File: config.mk
export PLATFORM = sky130hd
export DESIGN_NAME = mem_port_arbiter
export DESIGN_NICKNAME = d
export VERILOG_FILES = /design/src/rtl/mem_port_arbiter.sv
export SDC_FILE = /design/constraint.sdc
export NUM_CORES = 1
export LEC_CHECK = 0
export ABC_AREA = 1
export ABC_CLOCK_PERIOD_IN_PS = 7500
export BUFFER_PORTS_ARGS = -buffer_cell sky130_fd_sc_hd__buf_4
export CORE_AREA = 2 2 192 194
export DETAILED_ROUTE_END_ITERATION = 8
export DIE_AREA = 0 0 194 196
export PLACE_DENSITY = 0.6
export SETUP_SLACK_MARGIN = 0.2
export SLEW_MARGIN = 20
export SYNTH_ARGS = -nofsm -noshare
export SYNTH_HDL_FRONTEND = slang
export SYNTH_SLANG_ARGS = --single-unit
File: constraint.sdc
create_clock -name i_clk -period 7.5 [get_ports i_clk]
set_input_delay 1.125 -clock i_clk [delete_from_list [all_inputs] [get_ports i_clk]]
set_output_delay 1.125 -clock i_clk [all_outputs]
set_load 0.01 [all_outputs]
File: src/rtl/mem_port_arbiter.sv
// mem_port_arbiter
//   Shares one unified memory port between instruction fetch (I) and the
//   MEM-stage data access (D). One transaction is outstanding at a time.
//   The FSM moves IDLE -> REQ -> WAIT -> IDLE. Arbitration happens only in
//   IDLE. D has priority unless IF has already lost STARVE_LIMIT conflicts
//   in a row. The o_m_* request fields are latched on grant and held until
//   the memory accepts the request.
//
// Ports
//   i_clk, i_rst                     clock (rising edge), async active-high reset
//   i_i_req/i_i_addr                 fetch request (level) and address
//   o_i_valid/o_i_inst/o_i_stall     fetch done pulse, instruction word, IF stall
//   i_d_req/i_d_wen/i_d_addr/i_d_wdata   data request (level), store flag, addr, data
//   o_d_valid/o_d_rdata/o_d_stall    data done pulse, load data, MEM stall
//   o_m_req/o_m_wen/o_m_addr/o_m_wdata   memory request channel
//   i_m_ready                        memory accepts the request this cycle
//   i_m_rvalid/i_m_rdata             memory response / write ack and read data
//
// Optional build macro
//   ARB_PERF_CNT_EN adds o_cnt_conflict (IDLE cycles with both ports
//   requesting) and o_cnt_wait (cycles in REQ or WAIT). Both counters
//   saturate at all-ones.

module mem_port_arbiter #(
  parameter int DATA_W       = 64,
  parameter int ADDR_W       = 64,
  parameter int STARVE_LIMIT = 4
) (
  input  logic              i_clk,
  input  logic              i_rst,
  input  logic              i_i_req,
  input  logic [ADDR_W-1:0] i_i_addr,
  output logic              o_i_valid,
  output logic [31:0]       o_i_inst,
  output logic              o_i_stall,
  input  logic              i_d_req,
  input  logic              i_d_wen,
  input  logic [ADDR_W-1:0] i_d_addr,
  input  logic [DATA_W-1:0] i_d_wdata,
  output logic              o_d_valid,
  output logic [DATA_W-1:0] o_d_rdata,
  output logic              o_d_stall,
  output logic              o_m_req,
  output logic              o_m_wen,
  output logic [ADDR_W-1:0] o_m_addr,
  output logic [DATA_W-1:0] o_m_wdata,
  input  logic              i_m_ready,
  input  logic              i_m_rvalid,
`ifdef ARB_PERF_CNT_EN
  output logic [31:0]       o_cnt_conflict,
  output logic [31:0]       o_cnt_wait,
`endif
  input  logic [DATA_W-1:0] i_m_rdata
);

  typedef enum logic [1:0] {
    ST_IDLE = 2'd0,
    ST_REQ  = 2'd1,
    ST_WAIT = 2'd2
  } state_t;

  localparam logic [3:0] STARVE_MAX = 4'(STARVE_LIMIT);

  state_t              state_q;
  logic                owner_d_q;     // 1: current transaction belongs to D
  logic [3:0]          starve_cnt_q;
  logic                m_req_q;
  logic                m_wen_q;
  logic [ADDR_W-1:0]   m_addr_q;
  logic [DATA_W-1:0]   m_wdata_q;
  logic                i_valid_q;
  logic [31:0]         i_inst_q;
  logic                d_valid_q;
  logic [DATA_W-1:0]   d_rdata_q;

  logic eff_i;
  logic eff_d;
  logic grant_d;
  logic grant_i;

  // Effective requests and the IDLE arbitration decision.
  // A requester is masked during its own valid cycle. Its old address is
  // still on the bus then and must not be issued a second time.
  always_comb begin
    eff_i   = i_i_req & ~i_valid_q;
    eff_d   = i_d_req & ~d_valid_q;
    grant_d = eff_d & (~eff_i | (starve_cnt_q != STARVE_MAX));
    grant_i = eff_i & ~grant_d;
  end

  // Main FSM: state, owner, starvation counter and all registered outputs.
  always_ff @(posedge i_clk or posedge i_rst) begin
    if (i_rst) begin
      state_q      <= ST_IDLE;
      owner_d_q    <= 1'b0;
      starve_cnt_q <= 4'd0;
      m_req_q      <= 1'b0;
      m_wen_q      <= 1'b0;
      m_addr_q     <= '0;
      m_wdata_q    <= '0;
      i_valid_q    <= 1'b0;
      i_inst_q     <= 32'd0;
      d_valid_q    <= 1'b0;
      d_rdata_q    <= '0;
    end else begin
      i_valid_q <= 1'b0;
      d_valid_q <= 1'b0;
      case (state_q)
        ST_IDLE: begin
          if (grant_d) begin
            state_q   <= ST_REQ;
            owner_d_q <= 1'b1;
            m_req_q   <= 1'b1;
            m_wen_q   <= i_d_wen;
            m_addr_q  <= i_d_addr;
            m_wdata_q <= i_d_wdata;
            // IF lost this conflict; the count saturates at the limit
            if (eff_i && (starve_cnt_q != STARVE_MAX)) begin
              starve_cnt_q <= starve_cnt_q + 4'd1;
            end
          end else if (grant_i) begin
            state_q      <= ST_REQ;
            owner_d_q    <= 1'b0;
            m_req_q      <= 1'b1;
            m_wen_q      <= 1'b0;
            m_addr_q     <= i_i_addr;
            m_wdata_q    <= '0;
            starve_cnt_q <= 4'd0;
          end
        end
        ST_REQ: begin
          if (i_m_ready) begin
            state_q <= ST_WAIT;
            m_req_q <= 1'b0;
          end
        end
        ST_WAIT: begin
          if (i_m_rvalid) begin
            state_q <= ST_IDLE;
            if (owner_d_q) begin
              d_valid_q <= 1'b1;
              // A store ack leaves the previously loaded data in place
              if (!m_wen_q) begin
                d_rdata_q <= i_m_rdata;
              end
            end else begin
              i_valid_q <= 1'b1;
              i_inst_q  <= m_addr_q[2] ? i_m_rdata[63:32] : i_m_rdata[31:0];
            end
          end
        end
        default: begin
          state_q <= ST_IDLE;
          m_req_q <= 1'b0;
        end
      endcase
    end
  end

`ifdef ARB_PERF_CNT_EN
  logic [31:0] cnt_conflict_q;
  logic [31:0] cnt_wait_q;

  // Saturating performance counters.
  always_ff @(posedge i_clk or posedge i_rst) begin
    if (i_rst) begin
      cnt_conflict_q <= 32'd0;
      cnt_wait_q     <= 32'd0;
    end else begin
      if ((state_q == ST_IDLE) && eff_i && eff_d && (cnt_conflict_q != 32'hFFFF_FFFF)) begin
        cnt_conflict_q <= cnt_conflict_q + 32'd1;
      end
      if (((state_q == ST_REQ) || (state_q == ST_WAIT)) && (cnt_wait_q != 32'hFFFF_FFFF)) begin
        cnt_wait_q <= cnt_wait_q + 32'd1;
      end
    end
  end

  assign o_cnt_conflict = cnt_conflict_q;
  assign o_cnt_wait     = cnt_wait_q;
`endif

  assign o_i_valid = i_valid_q;
  assign o_i_inst  = i_inst_q;
  assign o_d_valid = d_valid_q;
  assign o_d_rdata = d_rdata_q;
  assign o_m_req   = m_req_q;
  assign o_m_wen   = m_wen_q;
  assign o_m_addr  = m_addr_q;
  assign o_m_wdata = m_wdata_q;

  // The stalls are combinational so that a pipeline register freezes in the
  // same cycle its stage raises a request.
  assign o_i_stall = i_i_req & ~i_valid_q;
  assign o_d_stall = i_d_req & ~d_valid_q;

endmodule

==> qor.yml, run 1 <==
status: "complete, no violations"
yosysMostFrequentCell: "nand2_1"
worstPathMaxFanout: 86
reg2reg_to: "o_m_addr[50]"
ir_worst_vdd_v: 0.000204
netlist_area_sq_um: 10500
maxSlewViolCount: 0
die_x_um: 194
intPower_mw: 3.85
dieArea_sq_um: 38000
htreeDepth: 1
p_leak_nw: 8.87
post_cts_buffers: 0
skew_ns: 0.0151
power.switching_mw: 2.35
switching_share_pct: 37.9
gp_congestion: 0.855
timing.rr.start: "o_d_valid"
use_met1_pct: 24.0
ys_seq_area_share_pct: 56.0
hold_class: "reg -> reg"
cts_resized: 0
cts_hold_buf: 0
reg2reg_setup_slack_ns: 3.99
path_class: "in -> reg"
vias: 10300
drt-vias-per-instance: 4.50
finalHoldViolations: 0
groute.usage.overall_pct: 18.5
synth.area.top_cells: "dfrtp_1, nand2_1, nand3_1"
coreArea_sq_um: 36100
min_period_over_period_pct: 51.3
synthArstFlopShare_pct: 100
clock-sinks: 235
power_frac_comb_pct: 42.6
root_buffer: "clkbuf_16"
power_frac_seq_pct: 35.7
synth_fp_nets: 1601
cts_tree: "built"
crit_path_start_kind: "input pin"
nets: 2059
num_io_pins: 493
clkPwrFrac_pct: 21.7
period_needed_ns: 3.85
io_buffer_count: 492
fillers: 3728
yosysTopAreaCellShare_pct: 56.0
n_antenna_cell: 0
drt-initial-drc-count: 387
numCtsBuffers: 28
grt.overflow.total: 0
use_met2_pct: 31.4
cp_data_arrival_time_ns: 4.26
use_met3_pct: 3.61
ys_types: 23
powerDensity_nw_per_um2: 401
die_h_um: 196
clk_path_buf_depth: 3
drc: 0
wirelength_um: 36600
rsz0062_at_grt: "false"
initial_utilization_pct: 29.1
hpwl_um: 25400
synth_ff_type: "dfrtp_1"
yosysTopAreaCell: "dfrtp_1"
setup_violations: 0
grt_max_degree: 122
clk_latency_ns: 0.54
cts.clk_slew.worst_paths_ns: 0.06
worstHoldStart: "o_d_rdata[63]"
grt_pass1_vias: 10100
synth_edf_count: 0
worstHoldPathCells: 2
layout-drive-gt1-share_pct: 31.1
syn_inst: 1336
yosysWarnings: 0
grt_pass1_wl_um: 56700
fin_total_pwr_mw: 6.19
max-slew-margin-rel_pct: 31.7
drt-pass1-iter-count: 5
worstHoldEndpoint: "o_d_rdata[63]"
maxClockFrequency_mhz: 260
area_growth_pct: 47.3
tightestPinTransition_ns: 1.02
fin_tns_setup_ns: 0
cap_viol_max_count: 0
avgSynthCellArea_sq_um: 7.86
antenna_found_initial: 0
cp.required_ns: 7.91
ys_ff_latch: 235
top_usage_layer: "met2"
endpoint_kind: "flip-flop"
reg2reg_depth: 9
postRouteAntennaNets: 0
synth_common_cells: "nand2_1, dfrtp_1, inv_1"
post_drt_wl_per_cell_um: 16.0
rows: 70
cells in the final DEF (no fill, tap or decap), types with 10 or more instances in the layout:
cell type  instances
buf_4            504
nand3_1          162
clkbuf_16         29
dfrtp_1          234
a21oi_1           66
inv_1            173
nand2_1          502
o21ai_1           10
nor2_1            67
o21ai_0           25
flip-flops by register name, indices dropped and copies added (netlist names):
register,flops
o_i_inst,32
o_d_valid,1
o_m_addr,64
o_i_valid,1
o_m_req,1
o_d_rdata,64
o_m_wen,1
starve_cnt_q,4
o_m_wdata,64
owner_d_q,1
state_q,2
power groups by stage:
stage	Combinational, mW	Sequential (mW)	Clock [mW]
after detailed placement	2.68	2.22	0
after CTS	2.67	2.22	1.39
after floorplan	1.03	2.45	0
after global placement	2.65	2.21	0
after global routing	2.89	2.29	1.43
final	2.64	2.21	1.34
area by class of cell:
class	instances	area (sq um)	area share [%]
clock inverter	10	80.1	0.518
clock buffer	40	837	5.41
inverter	176	666	4.30
tap	468	586	3.79
timing repair buffer	506	3820	24.7
sequential	235	5880	38.0
multi-input combinational	847	3590	23.2
worst max-delay path, stage by stage:
cell	delay, ns
buf_4	0.12
nand2_1	0.10
inv_2	0.04
buf_4	0.30
o21ai_4	0.24
buf_4	0.71
clkinv_2	1.05
nand3_1	0.39
nand2_1	0.09
layer usage:
| layer | up-vias | part of all wire (%) |
|---|---|---|
| met5 | - | 0 |
| met4 | 0 | 2.3 |
| met3 | 52 | 6.7 |
| met2 | 385 | 49 |
| met1 | 4842 | 42 |
| li1 | 4992 | - |
how the worst max path moves through the flow:
stage,startpoint,to
6_report,i_d_req,o_m_addr[50]
5_1_grt,i_d_req,o_m_addr[50]
4_1_cts,i_d_req,o_m_addr[50]
3_5_place_dp,i_d_req,o_m_addr[51]
3_3_place_gp,i_d_req,o_m_addr[50]
2_1_floorplan,i_rst,o_d_rdata[0]
stage by stage:
stage	hold WS, ns	util, %	std cells	setup slack, ns	instance area (sq um)
2_1_floorplan	0.476	-	1336	3.30	10500
3_3_place_gp	0.455	40.3	2231	3.39	14500
3_5_place_dp	0.460	40.3	2231	3.34	14500
4_1_cts	0.475	42.8	2281	3.91	15400
5_1_grt	0.487	42.9	2282	3.33	15500
6_report	0.470	42.9	2282	3.65	15500
logic make-up (layout without fill, tap and decap cells):
logic type / after synthesis / after routing / synth area share (%)
and+or+nand+nor: 741 / 741 / 28.7
DFF: 235 / 235 / 56.0
adders and majority gates: 2 / 2 / 0.238
buffers and inverters: 254 / 732 / 9.92
xor gates and xnor gates: 1 / 1 / 0.0834
AOI/OAI and AO/OA: 103 / 103 / 5.03
Power figures use the tool's default switching activity.
==> run 2: changes to the inputs <==
--- a/config.mk
+++ b/config.mk
@@ -6,12 +6,12 @@
 export NUM_CORES = 1
 export LEC_CHECK = 0
 export ABC_AREA = 1
-export ABC_CLOCK_PERIOD_IN_PS = 7500
+export ABC_CLOCK_PERIOD_IN_PS = 3800
 export BUFFER_PORTS_ARGS = -buffer_cell sky130_fd_sc_hd__buf_4
-export CORE_AREA = 2 2 192 194
+export CORE_AREA = 2 2 193 195
 export DETAILED_ROUTE_END_ITERATION = 8
-export DIE_AREA = 0 0 194 196
-export PLACE_DENSITY = 0.6
+export DIE_AREA = 0 0 195 197
+export PLACE_DENSITY = 0.57
 export SETUP_SLACK_MARGIN = 0.2
 export SLEW_MARGIN = 20
 export SYNTH_ARGS = -nofsm -noshare
==> constraint.sdc (replaced) <==
create_clock -name i_clk -period 3.8 [get_ports i_clk]
set_input_delay 0.57 -clock i_clk [delete_from_list [all_inputs] [get_ports i_clk]]
set_output_delay 0.57 -clock i_clk [all_outputs]
set_load 0.01 [all_outputs]
==> run 2 against run 1 <==
- sequential share of layout area shrank 0.080 points
- flip-flop and latch count unchanged
- non-clock buffer count grew 2
- critical path depth is 4 lower
- final cell count grew 0.18%
- via count increased by 0.49%
- first-iteration DRC count up 6.2%
- total power rose by 97%
- combinational power up 95%
- largest cell class unchanged
- highest routed layer unchanged
==> qor.yml, run 2 (synthesis results as in run 1) <==
cp_data_arrival_time_ns: 2.12  # -2.14 ns
maxSlewViolCount: 0  # unchanged
post_drt_wl_per_cell_um: 16.1  # +0.36%
num_io_pins: 493  # unchanged
initial_utilization_pct: 29.0  # -0.14 points
max-slew-margin-rel_pct: 40.2  # +8.5 points
drc: 0  # unchanged
cap_viol_max_count: 0  # unchanged
clk_path_buf_depth: 3  # unchanged
place_area_sq_um: 14600  # +0.34%
cp_top_family: "buffers and inverters"
die_x_um: 195  # +0.52%
fin_ws_ns: 1.11  # -2.54 ns
rows: 70  # unchanged
fillers: 3683  # -1.2%
vias: 10300  # +0.49%
grt_max_degree: 86  # -30%
dp_worst_setup_slack_ns: 1.50  # -1.84 ns
clock-sinks: 235  # unchanged
crit_top_cell: "buf_4"
wirelength_um: 36800  # +0.54%
fin_cells: 2286  # +0.18%
p_leak_nw: 8.89  # +0.16%
area_growth_pct: 47.6
worstPathMaxFanout: 67  # -22%
hold_class: "in -> async"
design_area_sq_um: 15500  # +0.21%
fin_tns_setup_ns: 0  # unchanged
grt_pass1_wl_um: 57600  # +1.6%
cp.required_ns: 3.23  # -4.68 ns
period_needed_ns: 2.69
wl_met1_um: 15100  # -0.94%
cts_tree: "built"
antenna_found_initial: 0  # unchanged
hpwl_um: 25900  # +2.1%
dieArea_sq_um: 38400  # +1.0%
min_period_over_period_pct: 70.8
drt-vias-per-instance: 4.51  # +0.31%
cts.clk_slew.worst_paths_ns: 0.06  # about the same
groute.usage.overall_pct: 18.7  # +0.23 points
cts_hold_buf: 0  # unchanged
finalHoldViolations: 0  # unchanged
die_h_um: 197  # +0.51%
gp_congestion: 0.824  # -3.7%
tightestPinTransition_ns: 0.895  # -0.130 ns
endpoint_kind: "primary output"
dpl.cell_count: 2234  # +0.13%
grt.overflow.total: 0  # unchanged
status: "complete, no violations"
cpMaxStageDelayCell: "buf_4"
critPathBufInv: 4  # -1
rsz0062_at_grt: "false"
setup_violations: 0  # unchanged
htreeDepth: 1  # unchanged
cts_resized: 0  # unchanged
path_class: "reg -> out"
final_common_cell: "buf_4"
coreArea_sq_um: 36300  # +0.49%
dr_wl_met3_um: 2820  # +15%
fin_total_pwr_mw: 12.2  # +97%
ir_worst_vdd_v: 0.000359  # +76%
highest_layer: "met4"
crit_path_start_kind: "flip-flop"
path_cells: "inv_1 -> nand2_1 -> inv_2 -> buf_4 -> buf_4"
dr_wl_met2_um: 17900  # -0.71%
maxClockFrequency_mhz: 371
root_buffer: "clkbuf_16"
clk_latency_ns: 0.55  # about the same
drt-pass1-iter-count: 7  # +2
post_cts_buffers: 0  # unchanged
postRouteAntennaNets: 0  # unchanged
layout_common_cells: "buf_4, nand2_1, dfrtp_1"
layout-drive-gt1-share_pct: 31.2  # +0.096 points
powerDensity_nw_per_um2: 788  # +97%
skew_ns: 0.0179  # +0.00280 ns
n_antenna_cell: 0  # unchanged
grt_pass1_vias: 10400  # +3.1%
numCtsBuffers: 28  # unchanged
nets: 2061  # +0.097%
drt-initial-drc-count: 411  # +6.2%
critical_path.max_stage_delay_ns: 0.60  # -0.45 ns
io_buffer_count: 492  # unchanged
## run 2: area by class of cell
class                      count  area, sq um  share of cell area (%)
timing repair buffer         508         3850                    24.8
tap                          468          586                    3.78
multi-input combinational    847         3590                    23.2
inverter                     176          667                    4.30
clock buffer                  42          843                    5.44
sequential                   235         5880                    37.9
clock inverter                10         77.6                   0.500
## run 2: routing by layer
layer  track usage (%)  up-vias
met1              23.4     4854
li1                  -     5015
met4              4.83        0
met5                 0        -
met3              4.33       54
met2              32.6      398
## run 2: worst reg2reg max path: stages, from the launching register on
cell     delay (ns)
dfrtp_1        0.38
inv_1          0.11
ha_1           0.16
nand2_1        0.05
inv_1          0.06
nand3_2        0.08
nand2_2        0.10
buf_4          0.57
nand2_1        0.23
nand3_1        0.11
nand2_1        0.06
## run 2: stage by stage
step	hold WS (ns)	utilization, %
after CTS	0.192	42.7
after global routing	0.200	42.7
final	0.196	42.7
after global placement	0.456	40.2
after detailed placement	0.462	40.2
after floorplan	0.476	-
## run 2: path summary, 6_finish.rpt
| check | start | end | slack [ns] | cells after the start |
|---|---|---|---|---|
| worst max-delay path | o_d_valid | o_d_stall | 1.11 | 5 |
| min in group i_clk | i_d_wdata[34] | o_m_wdata[34] | 0.22 | 3 |
| worst min register to register | o_d_rdata[39] | o_d_rdata[39] | 0.47 | 2 |
| worst max register to register | starve_cnt_q[0] | o_m_addr[48] | 1.76 | 10 |
| worst min-delay path | i_rst | o_d_rdata[58] | 0.20 | 2 |
| max in group asynchronous | i_rst | o_m_wdata[6] | 2.62 | 3 |
## run 2: power by group
group          internal, mW  leakage (nW)  total (mW)  switching, mW
Combinational          2.32          5.49        5.15           2.82
Clock                  1.54         0.452        2.63           1.09
Sequential             3.68          2.94        4.44          0.759
